## config.mk

```make
export PLATFORM = sky130hd
export DESIGN_NAME = mcht_rx
export DESIGN_NICKNAME = d
export VERILOG_FILES = /design/src/rtl/mcht_rx.sv
export SDC_FILE = /design/constraint.sdc
export NUM_CORES = 1
export LEC_CHECK = 0
export CAP_MARGIN = 40
export CORE_UTILIZATION = 30
export DETAILED_ROUTE_END_ITERATION = 7
export PLACE_DENSITY_LB_ADDON = 0.12
export SYNTH_ARGS = -nofsm -noshare
export SYNTH_HDL_FRONTEND = slang
export SYNTH_SLANG_ARGS = --single-unit
```

## constraint.sdc

```tcl
create_clock -name clk -period 4.35 [get_ports clk]
set_input_delay 1.305 -clock clk [delete_from_list [all_inputs] [get_ports clk]]
set_output_delay 1.305 -clock clk [all_outputs]
set_load 0.005 [all_outputs]
```

## src/rtl/mcht_rx.sv

```systemverilog
`timescale 1ns/1ps
`default_nettype none
// ============================================================================
// mcht_rx : Manchester line decoder, oversampled, re-aligns on each mid-bit edge
// Revision: 1.0
// ============================================================================
module mcht_rx #(
    parameter int OVS    = 8,
    parameter int DATA_W = 8
) (
    input  logic              clk,
    input  logic              rst,
    input  logic              en,
    input  logic              rx_in,
    output logic [DATA_W-1:0] rx_data,
    output logic              rx_valid,
    output logic              rx_err,
    output logic              rx_busy
);

    localparam int C_CNT_MAX = 5 * OVS / 4;
    localparam int C_CNT_MIN = 3 * OVS / 4;
    localparam int C_CNT_W   = $clog2(C_CNT_MAX + 1);
    localparam int C_IDX_W   = $clog2(DATA_W + 1);

    localparam logic [C_CNT_W-1:0] C_CNT_MAX_V  = C_CNT_W'(C_CNT_MAX);
    localparam logic [C_CNT_W-1:0] C_CNT_MIN_V  = C_CNT_W'(C_CNT_MIN);
    localparam logic [C_CNT_W-1:0] C_GAP_LAST_V = C_CNT_W'(OVS - 1);
    localparam logic [C_IDX_W-1:0] C_IDX_LAST_V = C_IDX_W'(DATA_W - 1);

    localparam logic [2:0] C_S_IDLE = 3'd0;
    localparam logic [2:0] C_S_DATA = 3'd1;
    localparam logic [2:0] C_S_DONE = 3'd2;
    localparam logic [2:0] C_S_ERR  = 3'd3;
    localparam logic [2:0] C_S_GAP  = 3'd4;

    logic                r_s1;
    logic                r_s2;
    logic                r_s3;
    logic [2:0]          r_state;
    logic [C_CNT_W-1:0]  r_cnt;
    logic [C_IDX_W-1:0]  r_idx;
    logic [DATA_W-1:0]   r_shift;
    logic [DATA_W-1:0]   r_data;

    logic                w_edge;
    logic [C_CNT_W-1:0]  w_cnt_inc;
    logic                w_mid;
    logic [DATA_W-1:0]   w_shift_nxt;

    assign w_edge      = r_s2 ^ r_s3;
    assign w_cnt_inc   = (r_cnt == C_CNT_MAX_V) ? r_cnt : r_cnt + 1'b1;
    // w_cnt_inc is the number of cycles elapsed since the last accepted mid-bit edge
    assign w_mid       = w_edge && (w_cnt_inc >= C_CNT_MIN_V);
    assign w_shift_nxt = {r_shift[DATA_W-2:0], r_s2};

    always_ff @(posedge clk) begin
        if (rst) begin
            r_s1 <= 1'b0;
            r_s2 <= 1'b0;
            r_s3 <= 1'b0;
        end else begin
            r_s1 <= rx_in;
            r_s2 <= r_s1;
            r_s3 <= r_s2;
        end
    end

    always_ff @(posedge clk) begin
        if (rst) begin
            r_state <= C_S_IDLE;
            r_cnt   <= '0;
            r_idx   <= '0;
            r_shift <= '0;
            r_data  <= '0;
        end else if (!en) begin
            r_state <= C_S_IDLE;
            r_cnt   <= '0;
            r_idx   <= '0;
        end else begin
            case (r_state)
                C_S_IDLE: begin
                    r_cnt <= '0;
                    r_idx <= '0;
                    if (w_edge && r_s2) begin
                        r_state <= C_S_DATA;
                    end
                end
                C_S_DATA: begin
                    // Silence for the full window wins over a coincident late edge
                    if (r_cnt == C_CNT_MAX_V) begin
                        r_state <= C_S_ERR;
                        r_cnt   <= '0;
                    end else if (w_mid) begin
                        r_shift <= w_shift_nxt;
                        r_cnt   <= '0;
                        r_idx   <= r_idx + 1'b1;
                        if (r_idx == C_IDX_LAST_V) begin
                            r_data  <= w_shift_nxt;
                            r_state <= C_S_DONE;
                        end
                    end else begin
                        r_cnt <= w_cnt_inc;
                    end
                end
                C_S_DONE, C_S_ERR: begin
                    r_state <= C_S_GAP;
                    r_cnt   <= '0;
                end
                C_S_GAP: begin
                    if (r_cnt == C_GAP_LAST_V) begin
                        r_state <= C_S_IDLE;
                        r_cnt   <= '0;
                    end else begin
                        r_cnt <= r_cnt + 1'b1;
                    end
                end
                default: begin
                    r_state <= C_S_IDLE;
                    r_cnt   <= '0;
                end
            endcase
        end
    end

    assign rx_data  = r_data;
    assign rx_valid = (r_state == C_S_DONE);
    assign rx_err   = (r_state == C_S_ERR);
    assign rx_busy  = (r_state != C_S_IDLE);

endmodule
`default_nettype wire

```

==> impl_metrics.ini, run 1 <==
[worst_setup_path]
startpoint_type = flop
r2r_cells = 6
cp_max_fo = 10
worstReg2RegEnd = rx_data[7]
endpoint_kind = primary output
worstPathRequired_ns = 3.04
cp.arrival_ns = 1.59
crit_type = flop to primary output
r2r_start = r_s2
rrSetupSlack_ns = 1.92

[die]
pin_count = 15
coreArea_um2 = 4030
fp.dieW_um = 67.1
fp.dieArea_um2 = 4510
num_rows = 23
start_util_pct = 31.6
die_y_um = 67.1

[synth]
yosysUniqueCellTypes = 31
synth_warnings = 0
synth-seq-area-share_pct = 45.6
syn_inst = 130
synthesis.nets = 138
ys_ff_latch = 29
synthesis.area_um2 = 1270
postSynthAreaPerCell_um2 = 9.79

[timing]
timing.final.crit_share_pct = 66.6
timing.final.ws_setup_ns = 1.45
drv_slew = 0
rsz0062_at_grt = no
worstMarginPinSlew_ns = 0.677
fin_crit_ns = 2.90
setup_viol = 0
fmaxAchievable_mhz = 345
relSlewSlack_pct = 54.7
fin_tns_setup_ns = 0
finalClockSkew_ns = 0.00381
hold_viol = 0

[place]
place.gp.congestion = 0.761
numPlacedInstances = 191
post-dp-hpwl_mm = 1.68
post-place-ws_ns = 1.18
portBuffers = 14

[detailed_routing]
drtIter0Drc = 60
wl_mm = 2.36
num_vias = 941
wl_per_cell_um = 11.8
drc = 0
drtPass1Iterations = 4
ant_nets = 0
viasPerCell = 4.73

[cts]
root_buffer = clkbuf_8
clk_path_buf_depth = 2
clock-sinks = 29
cts_resized = 0
tritoncts = yes
clk_latency_ns = 0.28
post_cts_buffers = 0
cts.htree.levels = 2
numCtsBuffers = 5
clk_pin_slew_ns = 0.06
holdBufCountCts = 0

[power_and_ir_drop]
vdd_drop_max_v = 0.000181
power_leakage_nw = 0.488
p_per_area_nw_per_um2 = 317

[global_routing]
grt_use_total_pct = 12.6
antenna_found_initial = 0
grt-ovfl-total = 0
grt_max_degree = 21
grt_pass1_vias = 930
grt_pass1_wl_mm = 4.11

[min_path]
worstHoldPathCells = 1
hold_path_class = flop to flop
min_to = r_s2
min_from = r_s1

[finish]
layout_common_cells = dfxtp_1 (29), nor2_1 (22), mux2i_1 (15)
syn2layout_area_growth_pct = 21.8
antenna_cells = 0
stdcell_count = 199
final_common_cell = dfxtp_1
final_nets = 156
drive_gt1_share_pct = 9.40

[run]
cap_violations = 0

[run_status]
status = complete, no violations
[synthesized netlist by cell type (all sizes together)]
cell	number	area share (%)
dfxtp	29	46
nor2	23	7.0
mux2i	15	12
nand2	6	1.8
a21oi	5	2.0
inv	5	1.5
nor2b	5	2.5
a211oi	4	3.3
ha	4	3.9
xnor2	4	2.8
clkbuf	3	0.88
nand2b	3	1.5
nand3	3	1.6
a2111oi	2	2.9
and2	2	0.98
and3	2	0.98
nand3b	2	1.2
nand4	2	0.98
o211ai	2	1.2
o21ai	2	0.79
or4	2	1.2
a31oi	1	0.49
mux2	1	0.88
nor4bb	1	0.79
o31ai	1	0.98
xor2	1	0.69
[critical path, cell delays in order (launching register included)]
cell and delay [ns]:
dfxtp_1 0.57, inv_1 0.10, nand2_1 0.13, clkdlybuf4s50_1 0.51
[power by group]
part           switching (W)  internal (W)  total [W]
clock              0.0000992      0.000110   0.000209
sequential        0.00000127      0.000267   0.000268
combinational     0.00000826    0.00000522  0.0000135
total               0.000109      0.000382   0.000491
[flip-flops by register name, summed over array words and instances (netlist names)]
| signal | count |
|---|---|
| r_shift | 7 |
| r_s1 | 1 |
| r_s2 | 1 |
| r_idx | 4 |
| rx_data | 8 |
| r_cnt | 4 |
| r_s3 | 1 |
| r_state | 3 |
[final cells by class]
| class | count | area (um2) |
|---|---|---|
| tap | 50 | 62.6 |
| multi-input combinational | 93 | 662 |
| clock inverter | 3 | 17.5 |
| timing repair buffer | 14 | 140 |
| inverter | 5 | 18.8 |
| sequential | 29 | 581 |
| fill | 426 | 2480 |
| clock buffer | 5 | 68.8 |
[through the flow]
stage | instance area, um2 | hold slack [ns] | utilization (%) | power, W
after floorplan | 1270 | 0.414 | - | 0.000282
after global placement | 1460 | 0.417 | 36.3 | 0.000287
after detailed placement | 1460 | 0.427 | 36.3 | 0.000288
after CTS | 1550 | 0.441 | 38.5 | 0.000500
after global routing | 1550 | 0.469 | 38.5 | 0.000513
final | 1550 | 0.435 | 38.5 | 0.000491
[routing by layer]
metal | part of all wire (%) | vias up | GRT usage, %
met5 | 0 | - | 0
met4 | 2.2 | 0 | 6.38
met3 | 5.3 | 5 | 5.48
met2 | 44 | 19 | 19.5
met1 | 49 | 429 | 14.8
li1 | - | 488 | -
[kinds of logic after synthesis]
logic type	after synthesis	synth area share, %
AOI/OAI and AO/OA	17	11.6
xor gates and xnor gates	5	3.44
adders and majority gates	4	3.93
buffers and inverters	8	2.36
DFF	29	45.6
muxes	16	12.7
and+or+nand+nor	51	20.4
[worst max-delay path by stage]
stage                  to  depth (start not counted)  slack, ns        from
6_report          rx_busy                          3       1.45  r_state[0]
5_1_grt          r_cnt[3]                          4       1.28         rst
4_1_cts          r_cnt[3]                          4       1.45         rst
3_5_place_dp     r_cnt[3]                          4       1.18         rst
3_3_place_gp     r_cnt[0]                          4       1.23         rst
2_1_floorplan  r_shift[1]                          4       2.05          en
Power figures use the tool's default switching activity.
==> inputs of run 2 (changes only) <==
clock period = 2.7 ns   (was 4.35 ns; I/O delays follow)
==> run 2 against run 1 <==
Effect of this change: via count is 1.9% higher; largest cell class unchanged; utilization is 1.6 points higher; critical path depth stayed put; register-to-register slack worse by 1.5 ns; combinational power is 83% higher; sequential share of layout area is 1.5 points lower; sequential cell count stayed put; design area is 4.1% higher; clock skew is 0.0014 ns higher; sequential power is 61% higher; clock power is 120% higher.
==> impl_metrics.ini, run 2 (synthesis gave the netlist of run 1 again) <==
[detailed_routing]
wl_per_cell_um = 12.3
drtPass1Iterations = 4
drc = 0
num_vias = 959
drtIter0Drc = 36
viasPerCell = 4.72
wl_mm = 2.49
ant_nets = 0

[timing]
timing.final.crit_share_pct = 86.4
rsz0062_at_grt = no
worstMarginPinSlew_ns = 0.652
fin_tns_setup_ns = 0
setup_viol = 0
fin_crit_ns = 2.33
fmaxAchievable_mhz = 429
hold_viol = 0
relSlewSlack_pct = 56.4
drv_slew = 0
fin_hold_ws_ns = 0.443
finalClockSkew_ns = 0.00523

[power_and_ir_drop]
switching_share_pct = 20.0
total_power_w = 0.000924
combPwrFrac_pct = 2.7
power_leakage_nw = 0.522
power_switching_w = 0.000184
p_per_area_nw_per_um2 = 572
clkPwrFrac_pct = 50.7
power_frac_seq_pct = 46.6
p_int_w = 0.000739
vdd_drop_max_v = 0.000277

[finish]
drive_gt1_share_pct = 11.8
final_nets = 160
largest_reg_flops = 8
fill_cells = 408
antenna_cells = 0
seq_area_um2 = 581
multi_input_area_um2 = 662
final_common_cell = dfxtp_1
layout_common_cells = dfxtp_1 (29), nor2_1 (22), mux2i_1 (15)
syn2layout_area_growth_pct = 26.8

[worst_setup_path]
crit_start = r_state[2]
worstPathBufferInverterCount = 1
r2r_cells = 7
endpoint_kind = primary output
crit_type = flop to primary output
path_depth = 3
max_stage_delay_ns = 0.47
cpMaxStageDelayCell = clkdlybuf4s50_1
crit_chain = nor2_2, nand2_1, clkdlybuf4s50_1
cp.arrival_ns = 1.52
r2r_start = r_cnt[0]
critPathCapture = rx_busy
cp_max_fo = 6
critical-path-top-delay-family = buffers and inverters
worstPathRequired_ns = 1.89
rrSetupSlack_ns = 0.47
worstReg2RegEnd = r_idx[3]
startpoint_type = flop

[run_status]
status = complete, no violations

[global_routing]
antenna_found_initial = 0
grt_pass1_wl_mm = 4.20
grt_max_degree = 18
grt_pass1_vias = 933
grt-ovfl-total = 0
grt_use_total_pct = 12.8

[cts]
holdBufCountCts = 0
clk_latency_ns = 0.28
root_buffer = clkbuf_8
post_cts_buffers = 0
clock-sinks = 29
numCtsBuffers = 5
cts_resized = 0
tritoncts = yes
clk_path_buf_depth = 2
cts.htree.levels = 2
clk_pin_slew_ns = 0.06

[die]
fp.dieW_um = 67.1
start_util_pct = 31.6
pin_count = 15
die_y_um = 67.1
fp.dieArea_um2 = 4510
num_rows = 23
coreArea_um2 = 4030

[min_path]
hold_path_class = flop to flop
min_from = r_s1

[place]
place.gp.congestion = 0.724
portBuffers = 14
post-dp-hpwl_mm = 1.77

[run]
cap_violations = 0
==> run 2: cell count changes in the layout (fill, tap and decap cells not counted), sizes merged <==
cell,change
buf,+4
clkbuf,+1
bufinv,+1
clkinv,-2
==> run 2: area by class of cell <==
cell class                 count  area share, %
sequential                    29           36.0
multi-input combinational     93           41.0
clock buffer                   6           5.12
clock inverter                 2           2.33
tap                           50           3.88
timing repair buffer          18           10.5
inverter                       5           1.16
==> run 2: worst min path at each step <==
stage	to	slack (ns)	depth (start not counted)
6_report	r_s2	0.44	1
5_1_grt	r_s2	0.46	1
4_1_cts	r_s2	0.45	1
3_5_place_dp	r_s2	0.43	1
3_3_place_gp	r_s2	0.43	1
2_1_floorplan	r_s2	0.41	1
==> run 2: through the flow <==
step                std cells  utilization, %  setup WS (ns)  area, um2
floorplan                 130               -          0.618       1270
CTS                       203            40.1          0.356       1610
finish                    203            40.1          0.367       1610
global route              203            40.1          0.252       1610
global placement          195            37.1          0.435       1490
detailed placement        195            37.1          0.384       1490
==> run 2: routing by layer <==
| layer | vias up | track usage [%] | part of all wire [%] |
|---|---|---|---|
| li1 | 493 | - | - |
| met1 | 444 | 15.5 | 50 |
| met2 | 16 | 19.5 | 45 |
| met3 | 6 | 3.77 | 3.4 |
| met4 | 0 | 7.98 | 1.9 |
| met5 | - | 0 | 0 |
==> run 2: power by group through the flow <==
stage	Combinational (W)	Sequential [W]	Clock (W)
finish	0.0000247	0.000431	0.000468
global route	0.0000274	0.000431	0.000501
CTS	0.0000248	0.000431	0.000483
detailed placement	0.0000246	0.000440	0
global placement	0.0000245	0.000440	0
floorplan	0.0000142	0.000440	0
